### src/rtl/slurm32_cpu_decode_hazard.sv
// SLURM32 decode stage: field extraction, a registered decode slot with valid/ready
// on both sides, and a scoreboard of in-flight writes that stalls fetch on RAW hazards.
module slurm32_cpu_decode_hazard #(
    parameter int REG_BITS     = 8,
    parameter int HAZARD_DEPTH = 2
) (
    input  logic                CLK,
    input  logic                RST,
    input  logic [31:0]         in_instr,
    input  logic                in_valid,
    output logic                in_ready,
    input  logic                flush,
    output logic [REG_BITS-1:0] regA_sel,
    output logic [REG_BITS-1:0] regB_sel,
    output logic                hazard,
    output logic                out_valid,
    input  logic                out_ready,
    output logic [7:0]          out_opcode,
    output logic [REG_BITS-1:0] out_dest,
    output logic [REG_BITS-1:0] out_regA,
    output logic [REG_BITS-1:0] out_regB,
    output logic [7:0]          out_imm
);

    localparam logic [3:0] CLS_ALU1 = 4'h0;
    localparam logic [3:0] CLS_ALU3 = 4'h2;
    localparam logic [3:0] CLS_BR   = 4'h4;

    function automatic logic [REG_BITS-1:0] fld(input logic [7:0] b);
        return REG_BITS'(b);
    endfunction

    logic [REG_BITS-1:0] dec_dest, dec_a, dec_b;
    logic                hit_a, hit_b;
    logic                accept, issue;
    logic                slot_vld_d, slot_vld_q;
    logic [7:0]          opcode_q, imm_q;
    logic [REG_BITS-1:0] dest_q, rega_q, regb_q;
    logic                sb_vld_q  [HAZARD_DEPTH];
    logic [REG_BITS-1:0] sb_dest_q [HAZARD_DEPTH];

    always_comb begin
        dec_dest = '0;
        dec_a    = '0;
        dec_b    = '0;
        case (in_instr[31:28])
            CLS_ALU3: begin
                dec_dest = fld(in_instr[23:16]);
                dec_a    = fld(in_instr[15:8]);
                dec_b    = fld(in_instr[7:0]);
            end
            CLS_ALU1: begin
                dec_dest = fld(in_instr[7:0]);
                dec_b    = fld(in_instr[7:0]);
            end
            CLS_BR: begin
                dec_a    = fld(in_instr[15:8]);
            end
            default: ;
        endcase
    end

    // A source conflicts with the instruction sitting in the slot or any write still in flight.
    always_comb begin
        hit_a = slot_vld_q && (dest_q == dec_a);
        hit_b = slot_vld_q && (dest_q == dec_b);
        for (int i = 0; i < HAZARD_DEPTH; i++) begin
            if (sb_vld_q[i] && (sb_dest_q[i] == dec_a)) hit_a = 1'b1;
            if (sb_vld_q[i] && (sb_dest_q[i] == dec_b)) hit_b = 1'b1;
        end
    end

    assign hazard   = in_valid && (((dec_a != '0) && hit_a) || ((dec_b != '0) && hit_b));
    assign in_ready = !hazard && !flush && (!slot_vld_q || out_ready);
    assign accept   = in_valid && in_ready;
    assign issue    = slot_vld_q && out_ready && !flush;

    always_comb begin
        slot_vld_d = slot_vld_q;
        if (flush)       slot_vld_d = 1'b0;
        else if (accept) slot_vld_d = 1'b1;
        else if (issue)  slot_vld_d = 1'b0;
    end

    always_ff @(posedge CLK or posedge RST) begin
        if (RST) begin
            slot_vld_q <= 1'b0;
            opcode_q   <= '0;
            dest_q     <= '0;
            rega_q     <= '0;
            regb_q     <= '0;
            imm_q      <= '0;
        end else begin
            slot_vld_q <= slot_vld_d;
            if (accept) begin
                opcode_q <= in_instr[31:24];
                dest_q   <= dec_dest;
                rega_q   <= dec_a;
                regb_q   <= dec_b;
                imm_q    <= in_instr[7:0];
            end
        end
    end

    // Scoreboard ages every cycle; r0 writes and flushed instructions never enter it.
    always_ff @(posedge CLK or posedge RST) begin
        if (RST) begin
            for (int i = 0; i < HAZARD_DEPTH; i++) begin
                sb_vld_q[i]  <= 1'b0;
                sb_dest_q[i] <= '0;
            end
        end else begin
            sb_vld_q[0]  <= issue && (dest_q != '0);
            sb_dest_q[0] <= dest_q;
            for (int i = 1; i < HAZARD_DEPTH; i++) begin
                sb_vld_q[i]  <= sb_vld_q[i-1];
                sb_dest_q[i] <= sb_dest_q[i-1];
            end
        end
    end

    assign regA_sel   = dec_a;
    assign regB_sel   = dec_b;
    assign out_valid  = slot_vld_q;
    assign out_opcode = opcode_q;
    assign out_dest   = dest_q;
    assign out_regA   = rega_q;
    assign out_regB   = regb_q;
    assign out_imm    = imm_q;

endmodule

### config.mk
export PLATFORM = sky130hd
export DESIGN_NAME = slurm32_cpu_decode_hazard
export DESIGN_NICKNAME = d
export VERILOG_FILES = /design/src/rtl/slurm32_cpu_decode_hazard.sv
export SDC_FILE = /design/constraint.sdc
export NUM_CORES = 1
export LEC_CHECK = 0
export ABC_AREA = 1
export CAP_MARGIN = 30
export CORE_AREA = 2 2 85 87
export DETAILED_ROUTE_END_ITERATION = 12
export DIE_AREA = 0 0 87 89
export PLACE_DENSITY = 0.88
export SETUP_SLACK_MARGIN = 0.15
export SLEW_MARGIN = 20
export SYNTH_ARGS = -nofsm -noshare
export SYNTH_HDL_FRONTEND = slang
export SYNTH_SLANG_ARGS = --single-unit
### constraint.sdc
create_clock -name CLK -period 4.85 [get_ports CLK]
set_input_delay 0.485 -clock CLK [delete_from_list [all_inputs] [get_ports CLK]]
set_output_delay 0.485 -clock CLK [all_outputs]
set_load 0.1 [all_outputs]
==> impl_metrics.toml, run 1 <==
[power]
p_comb_share_pct = 42.7
power.switching_w = 0.000826
irDropWorstVdd_v = 0.000340
pwr-share-clk_pct = 23.2
power_density_nw_per_um2 = 381
leakagePower_nw = 2.33
p_int_w = 0.000925
power_frac_seq_pct = 34.1
swShare_pct = 47.2

[floorplan]
initial_utilization_pct = 52.0
die_y_um = 89
rows = 30
top_level_ports = 96
coreArea_sq_um = 6720
die_x_um = 87
die-area_sq_um = 7740

[yosys]
synth_xor_area_share_pct = 2.76
synth_nets = 499
synth_fa_ha_area_share_pct = 0
synth_seq_cells = 59
avgSynthCellArea_sq_um = 7.56
synth_largest_area_cell = "dfrtp_1"
synth-compound-area-share_pct = 3.76
yosys_warnings = 0
synth_top_family_by_area = "simple AND/OR/NAND/NOR gates"
syn-cell-area_sq_um = 3490
synth_cell_type_count = 33
synthMuxAreaShare_pct = 0
synthSimpleGateAreaFrac_pct = 40.6
postSynthCellCount = 462
synthTopCellsByArea = "dfrtp_1 (42%), nand2_1 (17%), nand4_1 (8.1%)"
yosys.area.top_type_share_pct = 42.3
ys_seq_area_share_pct = 42.3

[hold_path]
min_path_cells = 0
hp-class = "reg2reg"

[worst_setup_path]
end_kind = "output port"
required_ns = 4.37
ff2ff_path_depth = 14
cp_num_cells = 8
crit_arrival_ns = 3.24
path_class = "in2out"
cp-start-kind = "input port"
cp.buffers_inverters = 4
crit_slowest_cell = "clkdlybuf4s50_1"
path_delay_family = "buffers and inverters"
path_cells = "clkdlybuf4s50_1 > inv_1 > nor2_4 > nand2_2 > nand2_4 > nand2_4 > inv_2 > clkdlybuf4s50_1"
slowest_delay_ns = 1.14
crit_fanout = 21

[sta]
min_period_ns = 3.73
max_freq_mhz = 268
fin_skew_ns = 0.0142
tns_ns = 0
hold_violations = 0
setup_violations = 0
slew_headroom_pct = 33.6
timing.final.ws_setup_ns = 1.12
finalCritPeriodShare_pct = 76.9
drv_slew = 0
tightest_slew_ns = 0.993
rsz0062_at_grt = "false"

[routing]
drt_iter0_markers = 282
wl_per_cell_um = 16.9
antenna_left = 0
vias = 3582
drcViolationCount = 0
dr.pass1.iters = 5
viasPerCell = 5.62
drt_wl_total_um = 10800

[clock_tree]
cts_resized = 0
cts-buffers-inserted = 9
hold_buffers = 0
clk_root_buffer_cell = "clkbuf_8"
cts_buffer_depth = 2
post_cts.repair.setup_buffers = 0
clock_latency_ns = 0.34
cts_tree = "yes"
clkSinkCount = 59
clkTransAtPathRegs_ns = 0.07
htree_levels = 3

[outcome]
status = "finished clean"

[global_routing]
grt_max_degree = 60
grtUsageTotal_pct = 28.8
antenna_found_initial = 0
grt_pass1_wl_um = 17100
grt_pass1_vias = 3453
grt.overflow.total = 0

[placed_design]
dp_hpwl_um = 7810
dpl_worst_slack_ns = 1.15
routabilityCongestion = 0.940
port_buffers = 95

[cells_and_area]
fill_cells = 581
diodes = 0
nNetsFinal = 589
drive_gt1_share_pct = 10.8
area_growth_pct = 31.7

[job]
drv_cap = 0
sequential cells by signal, summed over array words and instances (netlist names):
| signal | flops |
|---|---|
| sb_dest_q | 16 |
| out_dest | 8 |
| out_imm | 8 |
| out_opcode | 8 |
| out_regA | 8 |
| out_regB | 8 |
| sb_vld_q | 2 |
| out_valid | 1 |
layout by cell type (no fill, tap or decap), types with 3 or more instances in the layout:
master	instances
nand2_1	160
clkdlybuf4s50_1	89
dfrtp_1	59
inv_1	47
nand4_1	45
nand3_1	34
nor2_1	21
o21ai_0	15
clkbuf_8	10
buf_4	10
xor2_1	8
inv_2	7
nand2_2	6
nand2_4	6
nor2_4	4
nand3_2	4
xnor2_1	3
nand3b_1	3
nor2_2	3
clkinvlp_4	3
synth_stat cells, drive strengths merged:
master and instances:
a21boi 1, a21oi 3, buf 16, clkbuf 5
clkinv 1, dfrtp 59, inv 54, nand2 172
nand3 39, nand3b 3, nand4 46, nor2 28
nor3 2, nor4 2, o21ai 17, o22ai 2
or2 1, xnor2 3, xor2 8
final timing paths:
path | start | endpoint | slack (ns)
min | sb_dest_q[10] | sb_dest_q[2] | 0.40
max reg2reg | out_dest[7] | out_regB[0] | 2.64
max in group asynchronous | RST | sb_vld_q[0] | 3.67
max | in_instr[29] | regA_sel[7] | 1.12
min in group asynchronous | RST | out_opcode[1] | 0.66
min reg2reg | sb_dest_q[10] | sb_dest_q[2] | 0.40
metrics by stage:
stage               hold WS [ns]  total power, W  instances  area (sq um)  utilization (%)
floorplan                  0.368         0.00116        462          3490                -
global placement           0.384         0.00134        621          4420             65.8
detailed placement         0.385         0.00135        621          4420             65.8
CTS                        0.398         0.00175        637          4600             68.4
global route               0.401         0.00182        637          4600             68.4
finish                     0.401         0.00175        637          4600             68.4
final cells by class:
class / instances / area (sq um) / area share [%]
Clock buffer: 10 / 138 / 2.99
Tap cell: 80 / 100 / 2.18
Multi-Input combinational cell: 327 / 1650 / 35.9
Inverter: 55 / 206 / 4.49
Timing Repair Buffer: 100 / 986 / 21.4
Sequential cell: 59 / 1480 / 32.1
Clock inverter: 6 / 41.3 / 0.898
worst reg2reg max path, delay by kind of cell, from the launching register on:
| kind | cells | cell delay (ns) |
|---|---|---|
| AO/OA/AOI/OAI | 1 | 0.13 |
| buffers and inverters | 4 | 0.63 |
| flip-flops | 1 | 0.47 |
| AND/OR/NAND/NOR | 9 | 0.92 |
per-layer routing:
layer	share of wire, %	global-route usage [%]	vias to the layer above	wire, um
met4	3.6	13.6	0	392
met1	41	36.6	1708	4440
li1	-	-	1670	-
met5	0	0	-	0
met3	7.1	6.37	37	765
met2	48	47.1	167	5190
cells by family after synthesis:
family                 count (synthesis)
flip-flops                            59
AO/OA/AOI/OAI                         23
buffers and inverters                 76
XOR/XNOR                              11
AND/OR/NAND/NOR                      293
power groups by stage:
stage	sequential (W)	combinational, W	clock, W
CTS	0.000596	0.000748	0.000408
global placement	0.000603	0.000737	0
finish	0.000597	0.000748	0.000405
detailed placement	0.000602	0.000746	0
global route	0.000603	0.000785	0.000431
floorplan	0.000932	0.000225	0
Note: power is estimated with default switching activity, not from simulation.
==> run 2, diff against run 1 <==
Settings changed: CORE_AREA 2 2 85 87 to 2 2 93 95, DIE_AREA 0 0 87 89 to 0 0 95 97, PLACE_DENSITY 0.88 to 0.79.
Clock period 4.85 ns to 3 ns, I/O delays scaled along.
==> impl_metrics.toml, run 2 (synthesis gave the netlist of run 1 again) <==
[outcome]
status = "finished clean"

[routing]
viasPerCell = 5.21
drt_wl_total_um = 11000
dr.pass1.iters = 4
drcViolationCount = 0
drt_iter0_markers = 249
vias = 3540
wl_per_cell_um = 16.2
antenna_left = 0

[sta]
setup_violations = 0
min_period_ns = 2.62
hold_violations = 0
timing.final.ws_setup_ns = 0.380
slew_headroom_pct = 34.5
drv_slew = 0
tns_ns = 0
holdWs_ns = 0.274
tightest_slew_ns = 0.979
fin_skew_ns = 0.00836
finalCritPeriodShare_pct = 87.3
max_freq_mhz = 382
rsz0062_at_grt = "false"

[clock_tree]
cts_tree = "yes"
hold_buffers = 0
clkTransAtPathRegs_ns = 0.07
cts-buffers-inserted = 9
htree_levels = 3
clock_latency_ns = 0.35
cts_buffer_depth = 2
clk_root_buffer_cell = "clkbuf_8"
clkSinkCount = 59

[cells_and_area]
top_register = "sb_dest_q"
multi_input_area_sq_um = 1680
nNetsFinal = 606
layout_commonest_cell = "nand2_1"
ff_latch_area_sq_um = 1480
largest_reg_flops = 16
layout_common_cells = "nand2_1 (159), dfrtp_1 (58), buf_4 (57)"
area_growth_pct = 41.1
fill_cells = 725
drive_gt1_share_pct = 22.5
diodes = 0
fin_cells = 679

[placed_design]
dpl_worst_slack_ns = 0.0841
routabilityCongestion = 0.964
port_buffers = 95
placed_cells_incl_taps = 660
dp_hpwl_um = 8170

[floorplan]
die_y_um = 97
coreArea_sq_um = 8130
initial_utilization_pct = 42.9
rows = 33
top_level_ports = 96
die_x_um = 95
die-area_sq_um = 9220

[worst_setup_path]
crit_fanout = 6
crit_slowest_cell = "dlygate4sd2_1"
slowest_delay_ns = 0.29
required_ns = 2.70
path_cells = "dlygate4sd2_1 > nor2_4 > buf_4 > nand3_2 > inv_2 > nand2_1 > nand2_1 > clkinv_1 > nand2_1 > nor2_1 > nand3_1 > nand3_1 > nand2_2 > inv_2 > a21oi_4 > nor2_4 > nor2_4 > buf_12"
path_class = "in2out"
cp-start-kind = "input port"
crit_arrival_ns = 2.32
end_kind = "output port"

[global_routing]
antenna_found_initial = 0
grtUsageTotal_pct = 25.3
grt_pass1_wl_um = 18000
grt_pass1_vias = 3577
grt_max_degree = 41
grt.overflow.total = 0

[power]
irDropWorstVdd_v = 0.000556
leakagePower_nw = 2.60
power_density_nw_per_um2 = 617

[hold_path]
hp-class = "in2reg"

[job]
drv_cap = 0
==> run 2: changes by cell type in the layout (fill, tap and decap cells not counted), moves of 2 or more <==
| cell | delta |
|---|---|
| buf_12 | +17 |
| buf_4 | +47 |
| buf_6 | +2 |
| bufinv_16 | +2 |
| clkdlybuf4s50_1 | -54 |
| clkinvlp_4 | -2 |
| dlygate4sd2_1 | +2 |
| nand2_2 | +2 |
| nor2_2 | -3 |
| nor2_4 | +4 |
==> run 2: cell type report <==
type | instances | area share [%]
clock buffers | 12 | 3.15
clock inverters | 4 | 1.47
inverters | 55 | 4.19
multi-input cells | 328 | 34.1
flip-flops and latches | 59 | 30.0
well taps | 105 | 2.67
repair buffers | 116 | 24.4
==> run 2: per-layer routing <==
layer / part of all wire [%] / GRT usage (%) / wire length (um)
met3: 6.8 / 6.46 / 744
met4: 2.2 / 8.03 / 243
met2: 49 / 40.5 / 5410
met1: 42 / 33.2 / 4590
met5: 0 / 0 / 0
==> run 2: worst paths after layout <==
path / cells past startpoint / endpoint / start / slack, ns
max: 18 / in_ready / in_instr[31] / 0.38
min: 3 / out_opcode[5] / in_instr[29] / 0.27
max reg2reg: 14 / out_opcode[4] / out_dest[7] / 1.00
min reg2reg: 0 / sb_dest_q[7] / sb_dest_q[15] / 0.40
max in group asynchronous: 3 / sb_vld_q[0] / RST / 2.06
min in group asynchronous: 2 / out_opcode[6] / RST / 0.35
==> run 2: power breakdown <==
part | switching [W] | total, W | internal (W)
registers | 0.0000798 | 0.000967 | 0.000887
logic | 0.000927 | 0.00123 | 0.000300
clock network | 0.000331 | 0.000843 | 0.000512
==> run 2: critical path, delay by kind of cell <==
family          cells  cell delay (ns)
compound gates      1             0.15
buf+inv             6             0.88
simple gates       11             0.97
==> run 2: timing repair <==
action / CTS / global route
cloned: 1 / 0
pin swaps: 2 / 2
resized for setup: 3 / 5
buffers inserted: 2 / 0
setup endpoints to repair: 1 / 2
==> run 2: metrics by stage <==
step                      util (%)  total power, W  area, sq um
after floorplan                  -         0.00188         3520
after detailed placement      57.4         0.00220         4670
after global placement        57.4         0.00219         4670
after CTS                     60.4         0.00305         4910
after global routing          60.5         0.00315         4920
final                         60.5         0.00304         4920
==> run 3, diff against run 2 <==
Settings changed: CORE_AREA 2 2 93 95 to 2 2 118 74, CTS_CLUSTER_DIAMETER set to 50, DIE_AREA 0 0 95 97 to 0 0 120 76, PLACE_DENSITY 0.79 to 0.8.
==> impl_metrics.toml, run 3 (synthesis gave the netlist of run 1 again) <==
[outcome]
status = "finished clean"

[sta]
max_freq_mhz = 375
rsz0062_at_grt = "false"
tightest_slew_ns = 0.971
min_period_ns = 2.67
tns_ns = 0
drv_slew = 0
finalCritPeriodShare_pct = 88.9
fin_skew_ns = 0.00587
slew_headroom_pct = 35.0
hold_violations = 0
setup_violations = 0

[hold_path]
hp-class = "in2reg"
min_from = "in_instr[30]"

[routing]
drt_iter0_markers = 391
vias = 3740
drcViolationCount = 0
viasPerCell = 5.43
antenna_left = 0
wl_per_cell_um = 16.8
dr.pass1.iters = 5
drt_wl_total_um = 11500

[worst_setup_path]
crit_fanout = 13
path_delay_family = "simple AND/OR/NAND/NOR gates"
cp-startpoint = "in_instr[29]"
cp.buffers_inverters = 5
required_ns = 2.70
path_class = "in2out"
cp-start-kind = "input port"
crit_arrival_ns = 2.37
path_common_cell = "nor2_4"
crit_slowest_cell = "dlygate4sd2_1"
end_kind = "output port"
slowest_delay_ns = 0.33
path_cells = "dlygate4sd2_1 > inv_1 > nor2_4 > nand2_2 > nand2_4 > buf_12 > nand2_4 > inv_2 > nand2_1 > nand3_1 > nor2_1 > nand3_1 > nand3_2 > a21oi_4 > nor2_4 > nor2_4 > buf_12"
reg2reg_from = "out_dest[7]"

[cells_and_area]
diodes = 0
nNetsFinal = 609
drive_gt1_share_pct = 22.7
largest_reg_flops = 16
layout_common_cells = "nand2_1 (159), buf_4 (60), dfrtp_1 (58)"
top_register = "sb_dest_q"
layout_commonest_cell = "nand2_1"
area_growth_pct = 46.2

[clock_tree]
clk_root_buffer_cell = "clkbuf_16"
cts_tree = "yes"
htree_levels = 3
clkTransAtPathRegs_ns = 0.05
cts-buffers-inserted = 9
cts_buffer_depth = 2
hold_buffers = 0
clkSinkCount = 59
clock_latency_ns = 0.33

[global_routing]
grt_pass1_vias = 3568
grt.overflow.total = 0
grt_pass1_wl_um = 18600
antenna_found_initial = 0
grt_max_degree = 36
grtUsageTotal_pct = 26.0

[power]
power_density_nw_per_um2 = 658
irDropWorstVdd_v = 0.000450
power_w = 0.00336
leakagePower_nw = 2.68

[placed_design]
routabilityCongestion = 0.961
port_buffers = 95
dp_hpwl_um = 8490

[floorplan]
die-area_sq_um = 9120
coreArea_sq_um = 8170
die_x_um = 120
rows = 26
initial_utilization_pct = 42.8
top_level_ports = 96
die_y_um = 76

[job]
drv_cap = 0
==> run 3: changes by cell type in the layout (fill, tap and decap cells not counted), moves of 2 or more <==
cell and change:
nand3_4 +2, clkbuf_8 -9, buf_6 -2, dlymetal6s2s_1 +2, nand3_2 -2, buf_4 +3
clkbuf_16 +9, buf_12 +2
==> run 3: per-layer routing <==
layer,up-vias,wire length [um],global-route usage (%)
li1,1721,-,-
met1,1761,5020,36.3
met2,233,5010,37.3
met3,25,1360,9.36
met4,0,156,8.94
met5,-,0,0
==> run 3: where the power goes <==
part	internal, W	switching [W]	total (W)
registers	0.000889	0.0000791	0.000968
logic	0.000310	0.000940	0.00125
clock network	0.000771	0.000369	0.00114
total	0.00197	0.00139	0.00336
==> run 3: worst paths after layout <==
kind / to / slack [ns] / cells past startpoint
worst max-delay path: in_ready / 0.33 / 17
worst max register to register: out_opcode[0] / 0.88 / 15
max in group asynchronous: sb_dest_q[3] / 1.94 / 3
worst min register to register: sb_dest_q[4] / 0.41 / 0
worst min-delay path: out_opcode[6] / 0.34 / 3
min in group asynchronous: out_regB[3] / 0.42 / 2
==> run 3: layout make-up <==
type | instances | area, sq um
clock inverter | 4 | 72.6
multi-input combinational | 327 | 1690
inverter | 55 | 209
timing repair buffer | 120 | 1260
clock buffer | 12 | 256
tap | 112 | 140
fill | 681 | 3060
sequential | 59 | 1480
==> run 3: what timing repair did <==
action	CTS	global route
pin swaps	3	3
buffers inserted	4	3
setup endpoints to repair	1	3
endpoints found under the hold margin	0	0
gates resized for setup	3	7
==> run 3: per-stage QoR <==
stage	setup WS, ns	cell area [sq um]	util (%)	instances	hold slack (ns)
final	0.334	5100	62.5	689	0.340
after global routing	0.221	5100	62.5	689	0.376
after CTS	0.150	5070	62.1	686	0.403
after detailed placement	0.0785	4680	57.3	666	0.383
after global placement	0.166	4680	57.3	666	0.387
after floorplan	0.0761	3520	-	462	0.368
==> run 3: tightest hold or removal path, cell delays in order <==
cell and delay (ns):
dlymetal6s2s_1 0.16, nand4_1 0.12, nand2_1 0.05
